==> config.mk <==
export PLATFORM = sky130hd
export DESIGN_NAME = mem_ioctrl
export DESIGN_NICKNAME = d
export VERILOG_FILES = /design/src/rtl/mem_ioctrl.sv
export SDC_FILE = /design/constraint.sdc
export NUM_CORES = 1
export LEC_CHECK = 0
export CAP_MARGIN = 10
export CORE_MARGIN = 2
export CORE_UTILIZATION = 45
export CTS_CLUSTER_DIAMETER = 50
export DETAILED_ROUTE_END_ITERATION = 7
export GPL_ROUTABILITY_DRIVEN = 1
export PLACE_DENSITY = 0.81
export SLEW_MARGIN = 10
export SYNTH_ARGS = -nofsm -noshare
export SYNTH_HDL_FRONTEND = slang
export SYNTH_SLANG_ARGS = --single-unit
==> constraint.sdc <==
create_clock -name clk -period 7.5 [get_ports clk]
set_clock_uncertainty 0.15 [all_clocks]
set_input_delay 0.75 -clock clk [delete_from_list [all_inputs] [get_ports clk]]
set_output_delay 0.75 -clock clk [all_outputs]
set_load 0.02 [all_outputs]
==> src/rtl/mem_ioctrl.sv <==
// mem_ioctrl: arbiter-side controller that routes single pulse requests to an async SRAM or a small IO register bank
// Ports:
//   clk, reset                       system clock, asynchronous active-high reset
//   mem_read, mem_write              one-cycle request pulses from the arbiter (write wins if both)
//   mem_addr, mem_data_write         byte address and write data, valid with the pulse
//   mem_ack, mem_data_read           registered one-cycle completion pulse and read data
//   sram_addr, sram_dq_o, sram_dq_i  SRAM word address, write data, read data
//   sram_dq_oe                       data bus drive enable for the pad tristate
//   sram_ce_n, sram_oe_n, sram_we_n  active-low SRAM strobes
//   led                              LED register contents
module mem_ioctrl #(
  parameter int SRAM_AW     = 18,
  parameter int WAIT_STATES = 2,
  parameter int LED_W       = 8
) (
  input  logic               clk,
  input  logic               reset,
  input  logic               mem_read,
  input  logic               mem_write,
  input  logic [31:0]        mem_addr,
  input  logic [31:0]        mem_data_write,
  output logic               mem_ack,
  output logic [31:0]        mem_data_read,
  output logic [SRAM_AW-1:0] sram_addr,
  output logic [31:0]        sram_dq_o,
  input  logic [31:0]        sram_dq_i,
  output logic               sram_dq_oe,
  output logic               sram_ce_n,
  output logic               sram_oe_n,
  output logic               sram_we_n,
  output logic [LED_W-1:0]   led
);
  localparam logic [3:0] WS = 4'(WAIT_STATES);
  typedef enum logic [2:0] {S_IDLE, S_IO, S_RD, S_WR_SETUP, S_WR_PULSE, S_WR_HOLD} state_t;
  state_t             r_state;
  logic [3:0]         r_wait;
  logic [31:0]        r_cnt;
  logic [31:0]        r_snap;
  logic [LED_W-1:0]   r_wdata;
  logic [1:0]         r_sel;
  logic               r_wr;
  logic               r_ack;
  logic [31:0]        r_rdata;
  logic [SRAM_AW-1:0] r_addr;
  logic [31:0]        r_dq_o;
  logic               r_dq_oe;
  logic               r_ce_n;
  logic               r_oe_n;
  logic               r_we_n;
  logic [LED_W-1:0]   r_led;
  logic               w_req;
  logic               w_unused;
  assign w_req    = mem_read | mem_write;
  // only a few address bits decode; upper SRAM bits alias and byte offset is ignored
  assign w_unused = &{1'b0, mem_addr};
  always_ff @(posedge clk or posedge reset) begin
    if (reset) begin
      r_state <= S_IDLE;
      r_wait  <= '0;
      r_cnt   <= '0;
      r_snap  <= '0;
      r_wdata <= '0;
      r_sel   <= '0;
      r_wr    <= 1'b0;
      r_ack   <= 1'b0;
      r_rdata <= '0;
      r_addr  <= '0;
      r_dq_o  <= '0;
      r_dq_oe <= 1'b0;
      r_ce_n  <= 1'b1;
      r_oe_n  <= 1'b1;
      r_we_n  <= 1'b1;
      r_led   <= '0;
    end else begin
      r_cnt <= r_cnt + 32'd1;
      r_ack <= 1'b0;
      case (r_state)
        S_IDLE: if (w_req) begin
          r_wr    <= mem_write;
          r_sel   <= mem_addr[3:2];
          r_wdata <= mem_data_write[LED_W-1:0];
          r_snap  <= r_cnt;
          r_wait  <= WS;
          if (mem_addr[31]) r_state <= S_IO;
          else begin
            // strobes go active on the accept edge so SRAM timing starts immediately
            r_addr <= mem_addr[SRAM_AW+1:2];
            r_ce_n <= 1'b0;
            if (mem_write) begin
              r_dq_o  <= mem_data_write;
              r_dq_oe <= 1'b1;
              r_state <= S_WR_SETUP;
            end else begin
              r_oe_n  <= 1'b0;
              r_state <= S_RD;
            end
          end
        end
        S_IO: begin
          if (r_wr) begin
            if (r_sel == 2'd0) r_led <= r_wdata;
          end else r_rdata <= (r_sel == 2'd0) ? 32'(r_led) : (r_sel == 2'd1) ? r_snap : 32'd0;
          r_ack   <= 1'b1;
          r_state <= S_IDLE;
        end
        S_RD: if (r_wait == 4'd0) begin
          r_rdata <= sram_dq_i;
          r_ack   <= 1'b1;
          r_ce_n  <= 1'b1;
          r_oe_n  <= 1'b1;
          r_state <= S_IDLE;
        end else r_wait <= r_wait - 4'd1;
        S_WR_SETUP: begin
          r_we_n  <= 1'b0;
          r_state <= S_WR_PULSE;
        end
        S_WR_PULSE: if (r_wait == 4'd0) begin
          r_we_n  <= 1'b1;
          r_state <= S_WR_HOLD;
        end else r_wait <= r_wait - 4'd1;
        S_WR_HOLD: begin
          r_ack   <= 1'b1;
          r_ce_n  <= 1'b1;
          r_dq_oe <= 1'b0;
          r_state <= S_IDLE;
        end
        default: r_state <= S_IDLE;
      endcase
    end
  end
  assign mem_ack       = r_ack;
  assign mem_data_read = r_rdata;
  assign sram_addr     = r_addr;
  assign sram_dq_o     = r_dq_o;
  assign sram_dq_oe    = r_dq_oe;
  assign sram_ce_n     = r_ce_n;
  assign sram_oe_n     = r_oe_n;
  assign sram_we_n     = r_we_n;
  assign led           = r_led;
endmodule
==> metrics.md, run 1 <==
| Metric | Value |
|---|---|
| Met2 Routed Length | `8790 µm` |
| Die ar. | `18100 µm²` |
| Starting DRC count in detailed routing | `176` |
| Crit path kind | `register to register` |
| Diode count | `0` |
| Global route total overflow | `0` |
| Status | `finished, final reports clean` |
| Initial cell density of the core | `0.461` |
| Tot GR Track Use | `0.199` |
| Main flop type after synthesis | `dfrtp_1` |
| Netlist Area Pre-Place | `7670 µm²` |
| Slew @ Worst Pin | `1.18 ns` |
| Net count, final | `865` |
| Yosys warning total | `0` |
| Root buffer cell | `clkbuf_16` |
| Drt pass-1 iters | `4` |
| Fillers | `1300` |
| Pwr dens | `389 nW/µm²` |
| Ys async rst share | `1.00` |
| RSZ-0062 raised after global routing | `no` |
| Antenna viol nets, final | `0` |
| Setup Buffers After CTS | `0` |
| Max VDD drop | `0.000244 V` |
| Boundary pin count | `195` |
| Area grow syn2layout | `33.0%` |
| CTS max path bufs | `2` |
| Global-route wire length before repair | `28300 µm` |
| Reg clk slew, reported paths | `0.07 ns` |
| Max-slew violation count | `0` |
| Hold Vio Cnt, Final | `0` |
| Final instance area | `10200 µm²` |
| Crit path max fanout | `32` |
| Setup crit end kind | `register` |
| Vias per inst | `5.29` |
| CTS resizes | `0` |
| Rows | `47` |
| Top sig layer | `met4` |
| Syn avg cell area | `13.0 µm²` |
| Worst slew margin | `0.209` |
| Die Wd | `135 µm` |
| WL final | `17100 µm` |
| Syn_nets | `692` |
| Setup TNS | `0 ns` |
| Sink Count | `177` |
| Vias in the first global route | `5580` |
| Core Box Area | `16600 µm²` |
| Wire per inst | `17.2 µm` |
| Final min period | `2.92 ns` |
| # DRC | `0` |
| Max incr delay on CP | `0.95 ns` |
| Final Power | `3.97 mW` |
| Post-synth EDFFs | `0` |
| Required @ worst endpoint | `7.66 ns` |
| Die Height | `135 µm` |
| Largest net degree at the start of global routing | `98` |
| Post-Synthesis Cells | `590` |
| Slowest cell on crit path | `a21oi_4` |
| Worst R2R Setup Slack | `4.58 ns` |
| TritonCTS clock tree | `done` |
| Clock H-tree levels | `4` |
| Layout cell share with drive strength beyond 1 | `0.240` |
| Final hold slack | `0.331 ns` |
| PortBufs | `181` |
| Initial antenna violation count | `0` |
| HPWL Detailed | `11800 µm` |
| Cts hold-fix bufs | `0` |
| Post-synth cell types | `51` |
| Detailed-route via count | `5266` |
| Worst-Skew Late Latency | `0.43 ns` |
| Register area share after synthesis | `0.578` |
| Arr. time, crit path | `3.07 ns` |
| Setup Viol. Count Final | `0` |
| Final worst path period share | `0.389` |
| Placed Instance Area | `9620 µm²` |
| Register bit total from synthesis | `177` |
| CTS buffer count | `17` |
| Maxcap violations | `0` |
| CP Launch Type | `register` |
| Pleak | `4.41 nW` |
| GP Congestion | `0.829` |
| Hold Crit Class | `register to register` |
| Highest clock rate | `343 MHz` |
| WL met3 | `1080 µm` |
| Cell Chain, Critical Path | `inv_1 > ha_1 > nor3b_4 > nand3_2 > a21oi_4 > mux2_2` |
| Wl on met1 | `6900 µm` |
-- cells by family after synthesis --
logic type      after synthesis  synth area share
compound gates               63            0.0532
xor+xnor                     32            0.0366
fa+ha+maj                     2           0.00326
buf+inv                      40            0.0281
flops                       177             0.578
mux                         140             0.204
simple gates                136            0.0963
-- per-layer routing --
layer | track usage | vias up
li1 | - | 2428
met1 | 0.239 | 2637
met2 | 0.341 | 175
met3 | 0.0616 | 26
met4 | 0.0690 | 0
met5 | 0 | -
-- stage by stage --
stage	setup slack, ns	util	instances
floorplan	1.80	-	590
global placement	4.46	0.578	964
detailed placement	4.37	0.578	964
CTS	4.59	0.613	996
global route	4.42	0.613	996
finish	4.58	0.613	996
-- cells in the final DEF (no fill, tap or decap), types with 5 or more instances in the layout --
master	instances
clkdlybuf4s50_1	181
dfrtp_1	174
mux2_2	131
nand2_1	71
o21ai_0	32
xnor2_1	25
clkbuf_16	17
nand4_1	13
nand3_1	12
o31ai_1	9
mux2i_1	8
inv_1	8
xor2_1	7
and3_1	6
and4_1	5
nor3_1	5
nor2_1	5
a21oi_1	5
-- where the power goes --
part	total (mW)	switching (mW)	leakage (nW)	internal, mW
Sequential	1.48	0.230	2.26	1.25
Clock	0.865	0.383	0.292	0.481
Combinational	1.63	0.796	1.86	0.833
Total	3.97	1.41	4.41	2.56
-- cell type report --
cell class | count | area, µm² | share of cell area
clock buffer | 19 | 453 | 0.0444
sequential | 177 | 4430 | 0.435
timing repair buffer | 185 | 1840 | 0.181
multi-input combinational | 373 | 3030 | 0.297
clock inverter | 13 | 125 | 0.0123
inverter | 9 | 38.8 | 0.00381
tap | 220 | 275 | 0.0270
-- cells in the mapped netlist (3+ instances only) --
library cell	number	area share
dfstp_2	3	0.010
nor3_1	5	0.0033
nor2_1	5	0.0024
and4_1	5	0.0057
o21ai_0	32	0.021
dfrtp_1	174	0.57
a31oi_1	4	0.0033
a21oi_1	5	0.0033
nand2_1	71	0.035
and3_1	6	0.0049
inv_1	9	0.0044
nand3_1	12	0.0078
nand4_1	13	0.011
mux2i_1	8	0.010
buf_6	5	0.0073
clkbuf_1	8	0.0039
xnor2_1	25	0.029
xor2_1	7	0.0080
buf_2	16	0.010
o31ai_1	9	0.0088
nor2b_1	3	0.0024
mux2_2	131	0.19
-- final timing paths --
| check | startpoint | to | cells past startpoint |
|---|---|---|---|
| worst max register to register | r_wait[0]$_DFFE_PP0P_ | mem_data_read[22]$_DFFE_PP0P_ | 6 |
| worst max-delay path | r_wait[0]$_DFFE_PP0P_ | mem_data_read[22]$_DFFE_PP0P_ | 6 |
| min in group asynchronous | reset | mem_data_read[30]$_DFFE_PP0P_ | 2 |
| max in group asynchronous | reset | r_snap[5]$_DFFE_PP0P_ | 3 |
| worst min-delay path | r_cnt[31]$_DFF_PP0_ | r_cnt[31]$_DFF_PP0_ | 1 |
| worst min register to register | r_cnt[31]$_DFF_PP0_ | r_cnt[31]$_DFF_PP0_ | 1 |
-- flip-flops by register name, indices dropped and copies added (netlist names), 2 cells and up --
register,count
r_wait,4
r_state,3
r_sel,2
r_wdata,8
sram_dq_o,32
r_cnt,32
r_snap,32
led,8
mem_data_read,32
sram_addr,18
-- critical path: cells and delay by family, from the launching register on --
kind | cells | cell delay, ns
DFF | 1 | 0.42
buffers and inverters | 1 | 0.12
muxes | 1 | 0.43
AOI/OAI and AO/OA | 1 | 0.95
adders and majority gates | 1 | 0.25
and+or+nand+nor | 2 | 0.45
Note: power is estimated with default switching activity, not from simulation.
==> run 2, diff against run 1 <==
--- a/config.mk
+++ b/config.mk
@@ -7,11 +7,11 @@
 export LEC_CHECK = 0
 export CAP_MARGIN = 10
 export CORE_MARGIN = 2
-export CORE_UTILIZATION = 45
+export CORE_UTILIZATION = 44
 export CTS_CLUSTER_DIAMETER = 50
 export DETAILED_ROUTE_END_ITERATION = 7
 export GPL_ROUTABILITY_DRIVEN = 1
-export PLACE_DENSITY = 0.81
+export PLACE_DENSITY = 0.83
 export SLEW_MARGIN = 10
 export SYNTH_ARGS = -nofsm -noshare
 export SYNTH_HDL_FRONTEND = slang
==> constraint.sdc (replaced) <==
create_clock -name clk -period 2.5 [get_ports clk]
set_clock_uncertainty 0.15 [all_clocks]
set_input_delay 0.25 -clock clk [delete_from_list [all_inputs] [get_ports clk]]
set_output_delay 0.25 -clock clk [all_outputs]
set_load 0.02 [all_outputs]
==> metrics.md, run 2 (same netlist as run 1, synthesis figures left out) <==
| Metric | Value |
|---|---|
| Multi-input gate area | `3030 µm² (unchanged)` |
| Crit path kind | `register to register (unchanged)` |
| Switching pwr | `4.24 mW (was 1.41 mW)` |
| Initial cell density of the core | `0.446 (was 0.461)` |
| Net count, final | `873 (was 865)` |
| Core Box Area | `17200 µm² (was 16600 µm²)` |
| Largest net degree at the start of global routing | `101 (was 98)` |
| Cts hold-fix bufs | `0 (unchanged)` |
| Hold Vio Cnt, Final | `0 (unchanged)` |
| Combinational share of power | `0.423 (was 0.410)` |
| Reg clk slew, reported paths | `0.06 ns (was 0.07 ns)` |
| Setup crit end kind | `register (unchanged)` |
| Setup Viol. Count Final | `0 (unchanged)` |
| Seq. cell area | `4430 µm² (unchanged)` |
| Global route total overflow | `0 (unchanged)` |
| Clock power frac | `0.220 (was 0.218)` |
| Status | `finished, final reports clean (unchanged)` |
| WL final | `16700 µm (was 17100 µm)` |
| GP Congestion | `0.847 (was 0.829)` |
| Final Power | `12.1 mW (was 3.97 mW)` |
| Die Wd | `136 µm (was 135 µm)` |
| Tot GR Track Use | `0.191 (was 0.199)` |
| RSZ-0062 raised after global routing | `no (unchanged)` |
| Worst-Skew Late Latency | `0.43 ns (about the same)` |
| TritonCTS clock tree | `done (unchanged)` |
| Worst slew margin | `0.619 (was 0.209)` |
| Die ar. | `18500 µm² (was 18100 µm²)` |
| Antenna viol nets, final | `0 (unchanged)` |
| CTS buffer count | `17 (unchanged)` |
| CP Launch Type | `register (unchanged)` |
| Pleak | `4.46 nW (was 4.41 nW)` |
| Initial antenna violation count | `0 (unchanged)` |
| Clock H-tree levels | `4 (unchanged)` |
| Hold Crit Class | `primary input to asynchronous set/reset pin (was register to register)` |
| Fin cells | `1009 (was 996)` |
| Drt pass-1 iters | `5 (was 4)` |
| Starting DRC count in detailed routing | `207 (was 176)` |
| Fillers | `1430 (was 1300)` |
| Boundary pin count | `195 (unchanged)` |
| Rows | `48 (was 47)` |
| Required @ worst endpoint | `2.65 ns (was 7.66 ns)` |
| Wire per inst | `16.6 µm (was 17.2 µm)` |
| Vias in the first global route | `5332 (was 5580)` |
| Crit path max fanout | `32 (unchanged)` |
| Area grow syn2layout | `34.9% (was 33.0%)` |
| Sw Share | `0.351 (was 0.355)` |
| Max VDD drop | `0.000830 V (was 0.000244 V)` |
| CTS max path bufs | `2 (unchanged)` |
| Max-slew violation count | `0 (unchanged)` |
| Root buffer cell | `clkbuf_16 (unchanged)` |
| Final min period | `2.30 ns (was 2.92 ns)` |
| Max incr delay on CP | `0.42 ns (was 0.95 ns)` |
| Global-route wire length before repair | `27400 µm (was 28300 µm)` |
| Diode count | `0 (unchanged)` |
| Maxcap violations | `0 (unchanged)` |
| Register share of total power | `0.357 (was 0.372)` |
| Slowest cell on crit path | `dfrtp_1 (was a21oi_4)` |
| Die Height | `136 µm (was 135 µm)` |
| DP Cell Count | `977 (was 964)` |
| Highest clock rate | `434 MHz (was 343 MHz)` |
| Vias per inst | `5.13 (was 5.29)` |
| Final instance area | `10300 µm² (was 10200 µm²)` |
| PortBufs | `181 (unchanged)` |
| Final worst path period share | `0.922 (was 0.389)` |
| HPWL Detailed | `11400 µm (was 11800 µm)` |
| Most frequent cells in the layout | `181 x clkdlybuf4s50_1, 174 x dfrtp_1, 131 x mux2_2 (unchanged)` |
| CTS resizes | `0 (unchanged)` |
| Slew @ Worst Pin | `0.571 ns (was 1.18 ns)` |
| Detailed-route via count | `5173 (was 5266)` |
| Commonest non-fill, non-tap cell in the layout | `clkdlybuf4s50_1 (unchanged)` |
| Pwr dens | `1170 nW/µm² (was 389 nW/µm²)` |
| Layout cell share with drive strength beyond 1 | `0.245 (was 0.240)` |
| Int Pwr | `7.86 mW (was 2.56 mW)` |
| # DRC | `0 (unchanged)` |
| Placed Instance Area | `9760 µm² (was 9620 µm²)` |
| Sink Count | `177 (unchanged)` |
| Cell Chain, Critical Path | `inv_1 > ha_1 > nor3b_4 > nand3_2 > a21oi_4 > buf_12 > mux2_2 (was inv_1 > ha_1 > nor3b_4 > nand3_2 > a21oi_4 > mux2_2)` |
| Arr. time, crit path | `2.46 ns (was 3.07 ns)` |
| Setup Buffers After CTS | `0 (unchanged)` |
-- run 2: cell types whose count changed in the layout (fill, tap and decap cells not counted), moves of 2 or more --
| cell | delta |
|---|---|
| buf_4 | +2 |
| clkinv_4 | -2 |
| buf_12 | +6 |
| clkbuf_1 | +2 |
| clkinvlp_4 | +4 |
| inv_6 | -2 |
| clkbuf_8 | -2 |
| clkinv_2 | -2 |
-- run 2: cell type report --
cell class / count / share of cell area
clock inverters: 13 / 0.0148
well taps: 225 / 0.0272
inverters: 9 / 0.00363
repair buffers: 193 / 0.191
clock buffers: 19 / 0.0419
flip-flops and latches: 177 / 0.429
multi-input cells: 373 / 0.293
-- run 2: path summary, 6_finish.rpt --
check,to,depth (start not counted),from,slack (ns)
setup / recovery,mem_data_read[30]$_DFFE_PP0P_,7,r_wait[0]$_DFFE_PP0P_,0.20
hold / removal,mem_data_read[28]$_DFFE_PP0P_,3,reset,0.17
setup reg to reg,mem_data_read[30]$_DFFE_PP0P_,7,r_wait[0]$_DFFE_PP0P_,0.20
hold reg to reg,r_cnt[31]$_DFF_PP0_,1,r_cnt[31]$_DFF_PP0_,0.32
max in group asynchronous,sram_we_n$_DFFE_PP1P_,3,reset,1.57
min in group clk,sram_dq_o[15]$_DFFE_PP0P_,2,mem_data_write[15],0.28
-- run 2: stage by stage --
step                      setup TNS (ns)  utilization  hold WS [ns]  setup WS [ns]
after floorplan                   -28.57            -         0.243         -0.164
after global placement                 0        0.568         0.312          0.266
after detailed placement               0        0.568         0.320          0.202
after CTS                              0        0.602         0.195          0.183
after global routing                   0        0.602         0.208         0.0583
final                                  0        0.602         0.170          0.196
-- run 2: routing by layer --
metal  track usage  wire, µm  up-vias
met5             0         0        -
met4        0.0793       451        0
met3        0.0716      1300       31
met2         0.302      7790      153
met1         0.238      7190     2541
li1              -         -     2448
-- run 2: power by group through the flow --
stage	combinational (mW)	sequential [mW]	clock [mW]
2_1_floorplan	2.31	5.04	0
3_3_place_gp	5.07	4.31	0
3_5_place_dp	5.15	4.37	0
4_1_cts	5.19	4.33	2.71
5_1_grt	5.48	4.44	2.84
6_report	5.12	4.32	2.66
-- run 2: critical path: cells and delay by family (launching register included) --
kind / cells / cell delay, ns
buffers and inverters: 2 / 0.35
adder cells (fa/ha/maj): 1 / 0.24
multiplexers: 1 / 0.37
flip-flops: 1 / 0.42
AO/OA/AOI/OAI: 1 / 0.19
AND/OR/NAND/NOR: 2 / 0.46
